<file path="src/rtl/counter_pkg.sv">
// Shared constants for the multi-mode counter family.
// Mode and direction encodings used by the counter and its wrappers.
package counter_pkg;

    localparam int   MODE_WRAP = 0;
    localparam int   MODE_SAT  = 1;

    localparam logic DIR_DOWN  = 1'b0;
    localparam logic DIR_UP    = 1'b1;

endpackage

</file>
<file path="src/rtl/counter_prescaler.sv">
// Enable-gated prescaler producing one tick every prescale+1 enabled cycles.
// A prescale lowered below the current phase ticks on the next enabled cycle.
module counter_prescaler
    import counter_pkg::*;
#(
    parameter int PRE_W = 8
) (
    input  logic             clk,
    input  logic             reset,
    input  logic             en,
    input  logic             restart,
    input  logic [PRE_W-1:0] prescale,
    output logic             tick
);

    logic [PRE_W-1:0] pre_cnt;

    assign tick = en && (pre_cnt >= prescale);

    // Phase counter: restart zeroes it, otherwise it advances while enabled.
    always_ff @(posedge clk or posedge reset) begin
        if (reset) begin
            pre_cnt <= '0;
        end else if (restart) begin
            pre_cnt <= '0;
        end else if (en) begin
            pre_cnt <= tick ? '0 : pre_cnt + PRE_W'(1);
        end
    end

endmodule

</file>
<file path="src/rtl/multi_mode_counter.sv">
// General-purpose counter/timer: prescaled up/down stepping against a limit,
// wrap or saturate at the boundary, terminal-count pulse and sticky overflow.
module multi_mode_counter
    import counter_pkg::*;
#(
    parameter int WIDTH    = 32,
    parameter int PRE_W    = 8,
    parameter int SATURATE = 0
) (
    input  logic             clk,
    input  logic             reset,
    input  logic             en,
    input  logic             up,
    input  logic             clear,
    input  logic             load,
    input  logic [WIDTH-1:0] load_val,
    input  logic [WIDTH-1:0] limit,
    input  logic [PRE_W-1:0] prescale,
    input  logic             ovf_clr,
    output logic [WIDTH-1:0] count,
    output logic             tc,
    output logic             ovf
);

    localparam bit SAT = (SATURATE == MODE_SAT);

    logic             tick;
    logic             restart;
    logic             at_bound;
    logic             bound_evt;
    logic [WIDTH-1:0] step_val;

    assign restart = clear | load;

    counter_prescaler #(
        .PRE_W (PRE_W)
    ) u_pre (
        .clk      (clk),
        .reset    (reset),
        .en       (en),
        .restart  (restart),
        .prescale (prescale),
        .tick     (tick)
    );

    // Next value for a step; boundaries are judged against limit and 0 only.
    always_comb begin
        at_bound = 1'b0;
        step_val = count;
        if (up == DIR_UP) begin
            at_bound = (count >= limit);
            step_val = at_bound ? (SAT ? limit : '0) : count + WIDTH'(1);
        end else begin
            at_bound = (count == '0);
            step_val = at_bound ? (SAT ? '0 : limit) : count - WIDTH'(1);
        end
    end

    assign bound_evt = tick & ~restart & at_bound;

    // Count, terminal-count pulse and sticky flag; clear beats load beats step.
    always_ff @(posedge clk or posedge reset) begin
        if (reset) begin
            count <= '0;
            tc    <= 1'b0;
            ovf   <= 1'b0;
        end else begin
            tc <= 1'b0;
            if (clear) begin
                count <= '0;
            end else if (load) begin
                count <= load_val;
            end else if (tick) begin
                count <= step_val;
                tc    <= at_bound;
            end
            if (bound_evt) begin
                ovf <= 1'b1;
            end else if (ovf_clr) begin
                ovf <= 1'b0;
            end
        end
    end

endmodule

</file>
<file path="config.mk">
export PLATFORM = sky130hd
export DESIGN_NAME = multi_mode_counter
export DESIGN_NICKNAME = d
export VERILOG_FILES = /design/src/rtl/counter_pkg.sv /design/src/rtl/counter_prescaler.sv /design/src/rtl/multi_mode_counter.sv
export SDC_FILE = /design/constraint.sdc
export NUM_CORES = 1
export LEC_CHECK = 0
export CORE_MARGIN = 3
export CORE_UTILIZATION = 52
export DETAILED_ROUTE_END_ITERATION = 8
export GPL_ROUTABILITY_DRIVEN = 0
export PLACE_DENSITY_LB_ADDON = 0.25
export SLEW_MARGIN = 30
export SYNTH_ARGS = -nofsm -noshare
export SYNTH_HDL_FRONTEND = slang
export SYNTH_HIERARCHICAL = 1
export SYNTH_SLANG_ARGS = --single-unit
</file>
<file path="constraint.sdc">
create_clock -name clk -period 3.25 [get_ports clk]
set_input_delay 0.65 -clock clk [delete_from_list [all_inputs] [get_ports clk]]
set_output_delay 0.65 -clock clk [all_outputs]
set_load 0.05 [all_outputs]
</file>
==> metrics.csv <==
stage,metric,value,unit
run_status,status,finished clean,
logic_synthesis,syn_avg_cell_area,7.48,um2
clock_tree,cts_buffer_depth,2,
sta,finClkSkew,10.7,ps
logic_synthesis,yosys.area.top_type,dfrtp_1,
global_route,grt_max_degree,35,
sta,finalCritPeriodShare,97.0,%
floorplanning,num_rows,35,
job,cap_violations,0,
logic_synthesis,synth_commonest_cells,"60 x inv_1, 59 x nand2_1, 55 x o21ai_0",
floorplanning,io_pins,113,
critical_path,path_class,in -> reg,
floorplanning,fp.coreArea,9370,um2
placed_design,dp_cells,941,
sta,setup_ws,99.1,ps
clock_tree,cts_tree,built,
critical_path,critPathMaxFanout,6,
clock_tree,cts_setup_buffers,0,
drt,drtIter0Drc,783,
floorplanning,die_h,105,um
global_route,grt_pass1_vias,5899,
placed_design,dpl_worst_slack,-380,ps
final_layout,stdcell_count,949,
placed_design,io_buffers,112,
drt,vias,6013,
placed_design,place_area,6660,um2
power_and_ir_drop,ir_drop,179,uV
power_and_ir_drop,p_per_area,258,nW/um2
logic_synthesis,syn_inst,678,
floorplanning,die_area,11000,um2
drt,ant_nets,0,
final_layout,area_growth,33.8,%
power_and_ir_drop,design_power_total,0.00175,W
final_layout,final_area,6790,um2
final_layout,fill_cells,801,
logic_synthesis,yosysMostFrequentCell,inv_1,
global_route,antenna_found_initial,0,
logic_synthesis,synth_cell_types,75,
clock_tree,clk_pin_slew_worst_paths,90,ps
sta,max_slew_margin,52.2,%
logic_synthesis,async_flop_share,100,%
sta,rsz0062_at_grt,true,
sta,maxSlewViolCount,0,
logic_synthesis,synth_area_leaders,"dfrtp_1 21%, ha_1 11%, o21ai_0 5.4%",
drt,drt-wirelength-per-cell,19.0,um
clock_tree,cts.sinks,42,
logic_synthesis,yosysSeqAreaShare,20.7,%
logic_synthesis,ys.warnings.count,6,
critical_path,end_kind,flop,
min_path,hold_class,reg -> reg,
placed_design,place_hpwl,13.5,mm
logic_synthesis,synth_top_area_share,20.7,%
critical_path,arrival,3390,ps
drt,viasPerCell,6.34,
floorplanning,fp.dieW,105,um
logic_synthesis,synth_area,5070,um2
sta,final.min_clock_period,3150,ps
final_layout,antennaDiodeCount,0,
sta,setup_viol,0,
clock_tree,worstSkewPairLatency,310,ps
drt,wirelength,18.0,mm
clock_tree,cts_max_level,2,
clock_tree,clockRootBuffer,clkbuf_8,
critical_path,required,3490,ps
logic_synthesis,synth_edf_count,0,
logic_synthesis,ys.flop_type,dfrtp_1,
final_layout,drive_gt1_share,13.8,%
drt,first_pass_iters,6,
logic_synthesis,synth_nets,801,
logic_synthesis,ys_ff_latch,42,
sta,finalHoldViolations,0,
global_route,track_usage,32.0,%
sta,max_slew.worst_pin.slew,707,ps
floorplanning,initial_core_util,54.1,%
power_and_ir_drop,power.leakage,3.08,nW
final_layout,nets,942,
global_route,grt_overflow,0,
clock_tree,hold_buffers,0,
drt,drc_errors,0,
global_route,grt_pass1_wl,29.0,mm
critical_path,cp-start-kind,input pin,
clock_tree,cts_buffers,5,
sta,fmax,0.317,GHz
cell families (layout without fill, tap and decap cells):
kind of cell / count (synthesis) / in the layout / synth area share, %
simple gates: 244 / 244 / 26.1
compound gates: 196 / 196 / 25.9
buf+inv: 113 / 255 / 9.67
fa+ha+maj: 44 / 44 / 10.9
flops: 42 / 42 / 20.7
xor+xnor: 37 / 37 / 6.39
mux: 2 / 2 / 0.395
what timing repair did:
action / in CTS / in global routing
endpoints found under the setup margin: 6 / 20
gates resized for setup: 2 / 6
pin swaps: 0 / 2
endpoints found under the hold margin: 0 / 0
area by class of cell:
type | count | area (um2) | area share, %
multi-input cells | 523 | 3560 | 52.5
repair buffers | 187 | 1700 | 25.0
flip-flops and latches | 42 | 1050 | 15.5
inverters | 60 | 225 | 3.32
well taps | 129 | 161 | 2.38
clock buffers | 7 | 86.3 | 1.27
clock inverters | 1 | 5.00 | 0.0737
path summary, 6_finish.rpt:
kind | startpoint | end | slack [ps] | depth (start not counted)
worst max-delay path | limit[9] | count[3]$_DFFE_PP0P_ | 100 | 13
worst min-delay path | ovf$_DFFE_PP0P_ | ovf$_DFFE_PP0P_ | 510 | 1
worst max register to register | count[16]$_DFFE_PP0P_ | count[31]$_DFFE_PP0P_ | 120 | 7
worst min register to register | ovf$_DFFE_PP0P_ | ovf$_DFFE_PP0P_ | 510 | 1
max in group asynchronous | reset | count[16]$_DFFE_PP0P_ | 2070 | 3
min in group asynchronous | reset | u_pre/pre_cnt[5]$_DFFE_PP0P_ | 620 | 2
stage by stage:
stage | setup TNS (ps) | hold slack, ps | util, %
after floorplan | 0 | 466 | -
after global placement | -3630 | 463 | 71.1
after detailed placement | -7610 | 494 | 71.1
after CTS | 0 | 513 | 72.2
after global routing | -15.0 | 524 | 72.4
final | 0 | 510 | 72.4
layer usage:
metal | vias up | part of all wire [%] | track usage (%)
met1 | 2752 | 38 | 40.7
li1 | 2738 | - | -
met5 | - | 0 | 0
met3 | 88 | 11 | 5.62
met4 | 0 | 4.4 | 15.2
met2 | 435 | 47 | 52.4
placed cells by master, fill, tap and decap left out, types with 8 or more instances in the layout:
master / Yosys / layout
a211o_1: 8 / 8
a211oi_1: 15 / 14
a21o_1: 11 / 11
a21oi_1: 37 / 37
buf_4: 3 / 74
clkdlybuf4s50_1: 0 / 112
dfrtp_1: 42 / 42
ha_1: 44 / 44
inv_1: 60 / 60
nand2_1: 59 / 59
nand3_1: 31 / 31
nand4_1: 11 / 11
nor2_1: 50 / 50
nor3_1: 27 / 27
nor4_1: 9 / 9
o21ai_0: 55 / 54
o31ai_1: 10 / 10
or3_1: 8 / 8
xnor2_1: 27 / 27
xor2_1: 10 / 10
critical path, stage by stage:
cell and delay, ps:
clkdlybuf4s50_1 510, inv_1 60, ha_1 300, and4_1 240, a221oi_2 280, o2111ai_1 180
a211oi_2 260, buf_4 170, o21a_1 140, buf_4 160, nand2_1 60, a211o_1 310
nand4_1 70
report_power, final:
group,internal [W],switching [W],total (W)
registers,0.000546,0.0000471,0.000593
logic,0.000344,0.000433,0.000777
clock network,0.000172,0.000207,0.000380
total,0.00106,0.000687,0.00175
flip-flops by register name (all words and copies together), names as in the netlist:
| name | flops |
|---|---|
| count | 32 |
| u_pre/pre_cnt | 8 |
| tc | 1 |
| ovf | 1 |
(Power assumes the default switching activity.)
